[src/rtl/debug_pattern_pkg.sv]
// Shared types, command codes and color helpers for the debug pattern generator.
package debug_pattern_pkg;

  typedef enum logic [1:0] {
    MODE_BARS  = 2'd0,
    MODE_GRAD  = 2'd1,
    MODE_CHECK = 2'd2,
    MODE_SOLID = 2'd3
  } pattern_mode_t;

  typedef enum logic [2:0] {
    ST_IDLE,
    ST_FRAME_START,
    ST_ROW_START,
    ST_FRAME_END,
    ST_GAP
  } gen_state_t;

  localparam logic [1:0] CMD_FRAME_START = 2'd1;
  localparam logic [1:0] CMD_ROW_START   = 2'd2;
  localparam logic [1:0] CMD_FRAME_END   = 2'd3;

  localparam int unsigned NUM_BAR_COLORS = 10;

  localparam logic [15:0] BAR_COLORS [NUM_BAR_COLORS] = '{
    16'hFFFF, 16'hFFE0, 16'h07FF, 16'h07E0, 16'hF81F,
    16'hF800, 16'h001F, 16'h0000, 16'h8410, 16'hFD20
  };

  function automatic logic [15:0] bar_color(input logic [3:0] idx);
    logic [15:0] color;
    color = 16'h0000;
    if (32'(idx) < NUM_BAR_COLORS) color = BAR_COLORS[idx];
    return color;
  endfunction

  function automatic logic [15:0] rgb565(input logic [4:0] r, input logic [5:0] g,
                                         input logic [4:0] b);
    return {r, g, b};
  endfunction

endpackage

[src/rtl/pattern_pixel_lut.sv]
// One pixel lane: maps a scrolled x, the active row and the latched frame config to RGB565.
module pattern_pixel_lut
  import debug_pattern_pkg::*;
#(
  parameter int unsigned FRAME_WIDTH    = 640,
  parameter int unsigned NUM_COLOR_BARS = 10,
  parameter int unsigned GRAD_SHIFT     = 4,
  parameter int unsigned CHECK_SHIFT    = 3,
  parameter int unsigned XS_WIDTH       = 11,
  parameter int unsigned ROW_WIDTH      = 9
) (
  input  logic [XS_WIDTH-1:0]  i_xs,
  input  logic [ROW_WIDTH-1:0] i_row,
  input  pattern_mode_t        i_mode,
  input  logic [15:0]          i_solid_color,
  output logic [15:0]          o_pixel_c
);

  localparam int unsigned BAR_WIDTH = FRAME_WIDTH / NUM_COLOR_BARS;

  logic [4:0] w_level;
  logic       w_cell;
  logic       w_bar_hit;

  assign w_level = 5'(i_xs >> GRAD_SHIFT);
  assign w_cell  = 1'(i_xs >> CHECK_SHIFT) ^ 1'(i_row >> CHECK_SHIFT);

  always_comb begin
    o_pixel_c = 16'h0000;
    w_bar_hit = 1'b0;
    case (i_mode)
      MODE_BARS: begin
        // First bar whose right edge lies beyond xs wins; the ragged tail stays black.
        for (int unsigned i = 0; i < NUM_COLOR_BARS; i++) begin
          if (!w_bar_hit && (32'(i_xs) < (i + 1) * BAR_WIDTH)) begin
            o_pixel_c = bar_color(4'(i));
            w_bar_hit = 1'b1;
          end
        end
      end
      MODE_GRAD:  o_pixel_c = rgb565(w_level, {w_level, 1'b0}, w_level);
      MODE_CHECK: o_pixel_c = w_cell ? 16'hFFFF : 16'h0000;
      MODE_SOLID: o_pixel_c = i_solid_color;
      default:    o_pixel_c = 16'h0000;
    endcase
  end

endmodule

[src/rtl/debug_pattern_generator_3.sv]
// Synthetic RGB565 frame source: command sequencer plus a registered, word-addressed pixel path.
module debug_pattern_generator_3
  import debug_pattern_pkg::*;
#(
  parameter int unsigned FRAME_WIDTH     = 640,
  parameter int unsigned FRAME_HEIGHT    = 480,
  parameter int unsigned PIXELS_PER_WORD = 2,
  parameter int unsigned NUM_COLOR_BARS  = 10,
  parameter int unsigned GRAD_SHIFT      = 4,
  parameter int unsigned CHECK_SHIFT     = 3,
  parameter int unsigned SCROLL_STEP     = 64,
  parameter int unsigned FRAME_GAP       = 16,
  parameter int unsigned ADDR_WIDTH      = $clog2(FRAME_WIDTH / PIXELS_PER_WORD)
) (
  input  logic                           i_clk,
  input  logic                           i_reset,
  input  logic                           i_init,
  input  logic                           i_enable,
  input  logic [1:0]                     i_mode,
  input  logic                           i_scroll_en,
  input  logic [15:0]                    i_solid_color,
  input  logic                           i_mem_controller_rdy,
  output logic                           o_command_data_valid,
  output logic [1:0]                     o_command_data,
  input  logic [ADDR_WIDTH-1:0]          i_mem_addr,
  output logic [16*PIXELS_PER_WORD-1:0]  o_pixel_data,
  output logic [15:0]                    o_frame_count,
  output logic                           o_busy
);

  // x spans the whole address range; one extra bit holds x + offset before the wrap.
  localparam int unsigned X_WIDTH   = ADDR_WIDTH + $clog2(PIXELS_PER_WORD) + 1;
  localparam int unsigned ROW_WIDTH = (FRAME_HEIGHT > 1) ? $clog2(FRAME_HEIGHT) : 1;
  localparam int unsigned GAP_WIDTH = (FRAME_GAP > 0) ? $clog2(FRAME_GAP + 1) : 1;
  localparam int unsigned GAP_LAST  = (FRAME_GAP > 0) ? FRAME_GAP - 1 : 0;
  localparam int unsigned STEP_MOD  = SCROLL_STEP % FRAME_WIDTH;

  gen_state_t             r_state;
  logic                   r_cmd_valid;
  logic [1:0]             r_cmd_data;
  logic                   r_busy;
  logic [15:0]            r_frame_count;
  logic [ROW_WIDTH-1:0]   r_row_idx;
  logic [ROW_WIDTH-1:0]   r_active_row;
  logic [GAP_WIDTH-1:0]   r_gap_cnt;
  pattern_mode_t          r_mode;
  logic                   r_scroll_en;
  logic [15:0]            r_solid_color;
  logic [X_WIDTH-1:0]     r_scroll_off;
  logic [16*PIXELS_PER_WORD-1:0] r_pixel_data;

  logic                   w_fire;
  logic                   w_start_ok;
  logic [X_WIDTH-1:0]     w_off_sum;
  logic [X_WIDTH-1:0]     w_off_next;
  logic [16*PIXELS_PER_WORD-1:0] w_pixel_word;

  assign w_fire     = r_cmd_valid && i_mem_controller_rdy;
  assign w_start_ok = i_init && i_enable;
  assign w_off_sum  = r_scroll_off + X_WIDTH'(STEP_MOD);
  assign w_off_next = (w_off_sum >= X_WIDTH'(FRAME_WIDTH)) ?
                      w_off_sum - X_WIDTH'(FRAME_WIDTH) : w_off_sum;

  // Command sequencer: valid/data change only on a transfer or when leaving IDLE/GAP.
  always_ff @(posedge i_clk) begin
    if (i_reset) begin
      r_state       <= ST_IDLE;
      r_cmd_valid   <= 1'b0;
      r_cmd_data    <= 2'd0;
      r_busy        <= 1'b0;
      r_frame_count <= 16'd0;
      r_row_idx     <= '0;
      r_active_row  <= '0;
      r_gap_cnt     <= '0;
      r_mode        <= MODE_BARS;
      r_scroll_en   <= 1'b0;
      r_solid_color <= 16'h0000;
      r_scroll_off  <= '0;
    end else begin
      case (r_state)
        ST_IDLE: begin
          if (w_start_ok) begin
            r_state     <= ST_FRAME_START;
            r_cmd_valid <= 1'b1;
            r_cmd_data  <= CMD_FRAME_START;
            r_busy      <= 1'b1;
          end
        end
        ST_FRAME_START: begin
          if (w_fire) begin
            r_mode        <= pattern_mode_t'(i_mode);
            r_scroll_en   <= i_scroll_en;
            r_solid_color <= i_solid_color;
            r_row_idx     <= '0;
            r_state       <= ST_ROW_START;
            r_cmd_data    <= CMD_ROW_START;
          end
        end
        ST_ROW_START: begin
          if (w_fire) begin
            r_active_row <= r_row_idx;
            if (r_row_idx == ROW_WIDTH'(FRAME_HEIGHT - 1)) begin
              r_state    <= ST_FRAME_END;
              r_cmd_data <= CMD_FRAME_END;
            end else begin
              r_row_idx <= r_row_idx + ROW_WIDTH'(1);
            end
          end
        end
        ST_FRAME_END: begin
          if (w_fire) begin
            r_cmd_valid   <= 1'b0;
            r_cmd_data    <= 2'd0;
            r_busy        <= 1'b0;
            r_frame_count <= r_frame_count + 16'd1;
            r_scroll_off  <= w_off_next;
            r_gap_cnt     <= '0;
            r_state       <= ST_GAP;
          end
        end
        ST_GAP: begin
          if (r_gap_cnt == GAP_WIDTH'(GAP_LAST)) begin
            if (w_start_ok) begin
              r_state     <= ST_FRAME_START;
              r_cmd_valid <= 1'b1;
              r_cmd_data  <= CMD_FRAME_START;
              r_busy      <= 1'b1;
            end else begin
              r_state <= ST_IDLE;
            end
          end else begin
            r_gap_cnt <= r_gap_cnt + GAP_WIDTH'(1);
          end
        end
        default: r_state <= ST_IDLE;
      endcase
    end
  end

  for (genvar k = 0; k < PIXELS_PER_WORD; k++) begin : g_lane
    logic [X_WIDTH-1:0] w_x;
    logic [X_WIDTH-1:0] w_xs_raw;
    logic [X_WIDTH-1:0] w_xs;
    logic [15:0]        w_lane_px;

    assign w_x      = X_WIDTH'(i_mem_addr) * X_WIDTH'(PIXELS_PER_WORD) + X_WIDTH'(k);
    assign w_xs_raw = w_x + (r_scroll_en ? r_scroll_off : '0);
    assign w_xs     = (w_xs_raw >= X_WIDTH'(FRAME_WIDTH)) ?
                      w_xs_raw - X_WIDTH'(FRAME_WIDTH) : w_xs_raw;

    pattern_pixel_lut #(
      .FRAME_WIDTH    (FRAME_WIDTH),
      .NUM_COLOR_BARS (NUM_COLOR_BARS),
      .GRAD_SHIFT     (GRAD_SHIFT),
      .CHECK_SHIFT    (CHECK_SHIFT),
      .XS_WIDTH       (X_WIDTH),
      .ROW_WIDTH      (ROW_WIDTH)
    ) u_lut (
      .i_xs          (w_xs),
      .i_row         (r_active_row),
      .i_mode        (r_mode),
      .i_solid_color (r_solid_color),
      .o_pixel_c     (w_lane_px)
    );

    // Addresses past the end of the row read as black.
    assign w_pixel_word[16*k +: 16] = (w_x < X_WIDTH'(FRAME_WIDTH)) ? w_lane_px : 16'h0000;
  end

  always_ff @(posedge i_clk) begin
    if (i_reset) r_pixel_data <= '0;
    else         r_pixel_data <= w_pixel_word;
  end

  assign o_command_data_valid = r_cmd_valid;
  assign o_command_data       = r_cmd_data;
  assign o_pixel_data         = r_pixel_data;
  assign o_frame_count        = r_frame_count;
  assign o_busy               = r_busy;

endmodule

[config.mk]
export PLATFORM = sky130hd
export DESIGN_NAME = debug_pattern_generator_3
export DESIGN_NICKNAME = d
export VERILOG_FILES = /design/src/rtl/debug_pattern_pkg.sv /design/src/rtl/pattern_pixel_lut.sv /design/src/rtl/debug_pattern_generator_3.sv
export SDC_FILE = /design/constraint.sdc
export NUM_CORES = 1
export LEC_CHECK = 0
export CORE_MARGIN = 2
export CORE_UTILIZATION = 56
export CTS_BUF_LIST = sky130_fd_sc_hd__clkbuf_16
export DETAILED_ROUTE_END_ITERATION = 8
export GPL_ROUTABILITY_DRIVEN = 0
export PLACE_DENSITY = 0.85
export SLEW_MARGIN = 20
export SYNTH_ARGS = -nofsm -noshare
export SYNTH_HDL_FRONTEND = slang
export SYNTH_SLANG_ARGS = --single-unit
export TNS_END_PERCENT = 5
[constraint.sdc]
create_clock -name i_clk -period 10.1 [get_ports i_clk]
set_input_delay 3.03 -clock i_clk [delete_from_list [all_inputs] [get_ports i_clk]]
set_output_delay 3.03 -clock i_clk [all_outputs]
set_load 0.05 [all_outputs]
# Word-level counts from Yosys, hierarchy flattened
# Index checks and enable logic that the tools add are counted.
# word_totals
register_bits	103
input_bits	33
out_inout_bits	52
word_cells	217
# classes
n_addsub	10
n_lt_le_gt_ge	25
n_eq_ne	17
n_mux	93
bitwise_logic	4
n_reduce_logical	54
# ops
op	n
16-bit two-way mux	22
16-bit case mux with 4 select lines	2
11-bit by 9-bit less-than comparator with 1-bit output (second input constant)	8
11-bit by 10-bit less-than comparator with 1-bit output (second input constant)	7
11-bit by 8-bit less-than comparator with 1-bit output (second input constant)	4
11-bit two-way mux	4
1-bit two-way mux	42
11-bit by 10-bit greater-or-equal comparator with 1-bit output (second input constant)	3
11-bit by 10-bit subtractor with 11-bit output (second input constant)	3
9-bit two-way mux	3
11-bit by 7-bit less-than comparator with 1-bit output (second input constant)	2
1-bit logical AND	20
1-bit zero test	18
3-bit two-way mux	6
9-bit case mux with 2 select lines	1
16-bit by 1-bit adder with 16-bit output (second input constant)	1
2-bit != test (second input constant)	8
3-bit case mux with 5 select lines	1
2-bit two-way mux	6
6-bit AND reduction	2
10-bit by 1-bit adder with 11-bit output (second input constant)	1
10-bit by 11-bit adder with 11-bit output	1
11-bit adder	1
11-bit by 7-bit adder with 11-bit output (second input constant)	1
other kinds (25)	36

# Depth between registers and ports, before layout
# logic_depth
word_depth	43
mapped_depth	12
ltp_nobuf	12

# Cells and area by module
# From an unflattened synthesis, not the netlist that was laid out.
# unflattened
cells_unflattened	598
hier_area_um2	5089.9
# modules_own_cells
mod	instances	cells_per_inst	area_per_inst_um2	seq_area_each_um2
debug_pattern_generator_3	1	466	4221.5	2042.0
pattern_pixel_lut (g_lane[1].u_lut)	1	69	451.7	0.0
pattern_pixel_lut (g_lane[0].u_lut)	1	63	416.6	0.0

# Worst setup path before layout
# OpenSTA, ideal clock, no wires.
# synth_path
path_type	input port to flip-flop
start	in i_mem_addr[5]
end	reg r_pixel_data[15] (netlist: o_pixel_data[15])
setup_ps	79
arrival_time_ps	5357
required_ps	10021
setup_slack_ps	4663
path_stages	11
path_buffers	0
cell_sequence	ha_1 > fa_1 > inv_1 > ha_1 > inv_1 > a31oi_1 > o32a_1 > mux2_2 > nor4_2 > a21boi_2 > a211oi_2
# synth_between
elab_chain_len	42
word_cells_on_any_way	66
cone_classes	2 x add/sub; 12 x order compare; 31 x mux; 2 x bitwise; 19 x reduce/logical
# synth_rtl
element	line_no	text
start, declared	debug_pattern_generator_3.sv:25	input logic [ADDR_WIDTH-1:0] i_mem_addr,
10-bit by 11-bit adder with 11-bit output	debug_pattern_generator_3.sv:147	assign w_xs_raw = w_x + (r_scroll_en ? r_scroll_off : '0);
11-bit by 10-bit subtractor with 11-bit output or 11-bit by 10-bit greater-or-equal comparator with 1-bit output (tied branches)	debug_pattern_generator_3.sv:149, debug_pattern_generator_3.sv:148	
11-bit two-way mux	debug_pattern_generator_3.sv:148	assign w_xs = (w_xs_raw >= X_WIDTH'(FRAME_WIDTH)) ?
11-bit by 7-bit less-than comparator with 1-bit output	pattern_pixel_lut.sv:35	if (!w_bar_hit && (32'(i_xs) < (i + 1) * BAR_WIDTH)) begin
1-bit two-way mux	pattern_pixel_lut.sv:35	
1-bit two-way mux	pattern_pixel_lut.sv:31	case (i_mode)
1-bit zero test	pattern_pixel_lut.sv:35	
1-bit logical AND	pattern_pixel_lut.sv:35	
[26 not listed]	n/a	
1-bit zero test	pattern_pixel_lut.sv:35	
1-bit logical AND	pattern_pixel_lut.sv:35	
1-bit two-way mux	pattern_pixel_lut.sv:35	
1-bit two-way mux	pattern_pixel_lut.sv:31	
1-bit zero test	pattern_pixel_lut.sv:35	
1-bit logical AND	pattern_pixel_lut.sv:35	
16-bit two-way mux	pattern_pixel_lut.sv:35	
16-bit case mux with 4 select lines	pattern_pixel_lut.sv:31	
end signal, assigned	debug_pattern_generator_3.sv:172	else r_pixel_data <= w_pixel_word;
end, declared	debug_pattern_generator_3.sv:50	logic [16*PIXELS_PER_WORD-1:0] r_pixel_data;
# Parallel ways exist; a longest one is shown, timed or not. The select of a mux whose other input is x is not followed.
# A chain may end at the register's enable or synchronous reset.

# Final worst setup path
# layout_path
start	in i_mem_addr[5]
end	reg r_pixel_data[27] (netlist: o_pixel_data[27])
# layout_between
elab_chain_len	43
word_cells_on_any_way	67
cone_classes	3 x add/sub; 12 x order compare; 31 x mux; 2 x bitwise; 19 x reduce/logical
# layout_rtl
element	line_no	text
10-bit by 1-bit adder with 11-bit output (*)	debug_pattern_generator_3.sv:146	assign w_x = X_WIDTH'(i_mem_addr) * X_WIDTH'(PIXELS_PER_WORD) + X_WIDTH'(k);
11-bit adder	debug_pattern_generator_3.sv:147	
11-bit by 10-bit subtractor with 11-bit output or 11-bit by 10-bit greater-or-equal comparator with 1-bit output (tied branches)	debug_pattern_generator_3.sv:149, debug_pattern_generator_3.sv:148	
11-bit two-way mux	debug_pattern_generator_3.sv:148	
11-bit by 7-bit less-than comparator with 1-bit output	pattern_pixel_lut.sv:35	
1-bit two-way mux	pattern_pixel_lut.sv:35	
1-bit two-way mux	pattern_pixel_lut.sv:31	
1-bit zero test	pattern_pixel_lut.sv:35	
[27 not listed]	n/a	
1-bit zero test	pattern_pixel_lut.sv:35	
1-bit logical AND	pattern_pixel_lut.sv:35	
1-bit two-way mux	pattern_pixel_lut.sv:35	
1-bit two-way mux	pattern_pixel_lut.sv:31	
1-bit zero test	pattern_pixel_lut.sv:35	
1-bit logical AND	pattern_pixel_lut.sv:35	
16-bit two-way mux	pattern_pixel_lut.sv:35	
16-bit case mux with 4 select lines	pattern_pixel_lut.sv:31	
# Mark *: on every way between the ends. The rest lies on a longest branch, timed or not. The select of a mux whose other input is x is not followed.

==> results.tsv <==
stage	metric	value	unit
logic_synthesis	synth.top_cell.area_share	42.8	%
setup_path	critPathMaxFanout	12	
routing	ant_nets	0	
timing	rsz0062_at_grt	false	
logic_synthesis	avgSynthCellArea	8.47	µm²
routing	vias	4082	
setup_path	regToRegSetupSlack	6.62	ns
cts	insertion_delay	0.34	ns
logic_synthesis	yosysSeqAreaShare	42.8	%
setup_path	cpMaxStageDelayCell	ha_1	
cells_and_area	final_util	73.2	%
timing	fmax	0.164	GHz
global_routing	grt_pass1_vias	3592	
setup_path	crit_path_end	o_pixel_data[27]	
global_routing	antenna_found_initial	0	
setup_path	arrival	6.36	ns
cells_and_area	area_growth	27.3	%
setup_path	startpoint	i_mem_addr[5]	
placed_design	port_buffers	84	
floorplan	die_w	92.6	µm
cells_and_area	final_common_cell	dfxtp_1	
routing	vias_per_cell	5.85	
setup_path	endpoint_kind	flop	
cells_and_area	drive_gt1_share	8.22	%
setup_path	reg2reg_depth	11	
cts	cts.sink_count	94	
power	ir_drop	108	µV
logic_synthesis	ys.flop_type	dfxtp_1	
timing	finalSetupTns	0	ns
cts	cts_tree	done	
global_routing	grt_pass1_wl	17000	µm
cells_and_area	nets	637	
logic_synthesis	post_synth_main_area_contributors	dfxtp_1 43%, nand2_1 6.8%, a21oi_1 5.5%, xor2_1 4.8%, nor2_1 4.3%	
logic_synthesis	syn_inst	519	
setup_path	path_cells	clkdlybuf4s50_1 > ha_1 > fa_1 > xnor2_2 > ha_1 > inv_1 > a2111oi_0 > a21oi_1 > a21oi_1 > o21ai_2 > a31oi_1	
power	p_leak	0.00200	µW
setup_path	path_depth	11	
cts	postCtsResizedCells	0	
routing	dr.pass1.iters	7	
timing	slew_violations	0	
cts	cts_buffer_depth	2	
logic_synthesis	yosysWarnings	0	
routing	routed_wl	10500	µm
routing	wl_per_cell	15.1	µm
timing	hold_ws	0.460	ns
run_status	violations	DRC	
cts	cts_setup_buffers	0	
logic_synthesis	synth_cell_types	66	
flow_run	max_cap_violations	0	
global_routing	grt_max_degree	63	
logic_synthesis	syn_area	4400	µm²
worst_hold_path	hp-class	flop to flop	
logic_synthesis	synth_edf_count	0	
setup_path	critPathKind	input pin to flop	
cts	path_clk_slew	0.07	ns
floorplan	fp.coreArea	7650	µm²
setup_path	r2r_start	r_scroll_en	
logic_synthesis	ys_seq_elements	94	
setup_path	worstPathRequired	10.36	ns
cts	htree_levels	3	
power	power_density	147	nW/µm²
setup_path	cp_num_buf_inv	2	
floorplan	die_area	8570	µm²
timing	skew	0.00594	ns
cells_and_area	layout_common_cells	94 x dfxtp_1, 83 x clkdlybuf4s50_1, 80 x nand2_1	
cts	cts_inserted_buffers	9	
global_routing	grt_usage	24.4	%
logic_synthesis	yosysTopAreaCell	dfxtp_1	
timing	setup_viol	0	
timing	hold_violations	0	
cts	hold_buffers	0	
floorplan	initial_core_util	57.5	%
cts	root_buffer	clkbuf_16	
cells_and_area	n_antenna_cell	0	
timing	slew_headroom	34.5	%
setup_path	path_delay_family	compound AO/OA/AOI/OAI gates	
timing	fin_crit	6.10	ns
timing	tightest_slew	0.981	ns
routing	drc_errors	1	
setup_path	max_stage_delay	0.47	ns
cells_and_area	fillers	571	
logic_synthesis	synthArstFlopShare	0	%
global_routing	grt_overflow	0	
floorplan	die_height	92.6	µm
floorplan	boundaryPins	85	
routing	drt_iter0_markers	271	
logic_synthesis	syn-num-nets	565	
setup_path	start_kind	input pin	
timing	period_share	60.4	%
setup_path	r2r_end	o_pixel_data[27]	
run_status	status	complete, but fails checks	
floorplan	num_rows	32	
placed_design	dp_hpwl	7440	µm
-- worst min-delay path by stage --
stage | start | endpoint | slack (ns) | depth (start not counted)
6_report | r_solid_color[9] | r_solid_color[9] | 0.46 | 2
5_1_grt | r_solid_color[11] | r_solid_color[11] | 0.48 | 2
4_1_cts | r_solid_color[9] | r_solid_color[9] | 0.46 | 2
3_5_place_dp | r_solid_color[8] | r_solid_color[8] | 0.45 | 2
3_3_place_gp | r_solid_color[13] | r_solid_color[13] | 0.44 | 2
2_1_floorplan | r_solid_color[0] | r_solid_color[0] | 0.44 | 2
-- state kept, by name (all words and copies together), names as in the netlist --
name                  count
r_active_row              1
o_frame_count            16
r_row_idx                 9
r_scroll_off              5
o_command_data            2
r_scroll_en               1
o_command_data_valid      1
r_solid_color            16
r_mode                    2
o_busy                    1
r_state                   3
r_gap_cnt                 5
o_pixel_data             32
-- metal layers --
layer / wire length (µm) / up-vias / global-route usage [%]
met2: 5080 / 180 / 40.1
li1: - / 1978 / -
met5: 0 / - / 0
met4: 233 / 0 / 8.83
met1: 4440 / 1895 / 31.8
met3: 768 / 29 / 5.04
-- cell usage after synthesis (2+ instances only) --
cell,count
a211oi_1,4
xnor2_1,9
a211oi_2,3
nor2_1,50
nor4_1,3
or3_4,2
clkbuf_1,24
a31oi_1,27
and2_1,10
nor3_1,15
nor3b_1,2
nand2b_1,3
ha_1,12
nand3_1,17
a21oi_1,48
or2_2,4
o22ai_1,4
and3_1,4
dfxtp_1,94
o21a_1,2
o21ai_0,11
nor2b_1,2
or3_1,3
nand4_1,8
mux2i_1,4
o21ai_2,2
and4_1,2
nand2_1,80
nor4b_1,2
inv_1,8
a2bb2oi_1,2
xor2_1,24
-- metrics by stage --
step | instances | instance area (µm²) | power, µW | worst slack, ns
after floorplan | 519 | 4400 | 457 | 4.66
after global placement | 681 | 5280 | 494 | 3.89
after detailed placement | 681 | 5280 | 496 | 3.72
after CTS | 697 | 5570 | 820 | 4.05
after global routing | 698 | 5600 | 848 | 3.77
final | 698 | 5600 | 820 | 4.00
-- cell type report --
class | count | area (µm²) | area share [%]
clock buffer | 9 | 225 | 4.03
multi-input combinational | 391 | 2390 | 42.7
sequential | 94 | 1880 | 33.6
clock inverter | 7 | 72.6 | 1.30
tap | 102 | 128 | 2.28
timing repair buffer | 87 | 871 | 15.6
inverter | 8 | 30.0 | 0.537
-- kinds of logic after synthesis --
kind of cell	Yosys count	synth area share, %
simple gates	215	23.4
fa+ha+maj	13	3.87
buf+inv	34	2.93
flops	94	42.8
compound gates	124	18.9
xor+xnor	34	6.95
mux	5	1.17
-- power by group --
part	internal, µW	total [µW]	switching, µW
Clock	175	331	156
Combinational	39.8	105	65.6
Sequential	380	384	4.09
-- worst register-to-register path, stage by stage, from the launching register on --
cell	delay, ns
dfxtp_1	0.35
and2_1	0.17
ha_1	0.23
fa_1	0.45
xnor2_2	0.35
ha_1	0.47
inv_1	0.17
a2111oi_0	0.42
a21oi_1	0.08
a21oi_1	0.28
o21ai_2	0.17
a31oi_1	0.24
No activity file was read; power rests on OpenSTA's default activity.
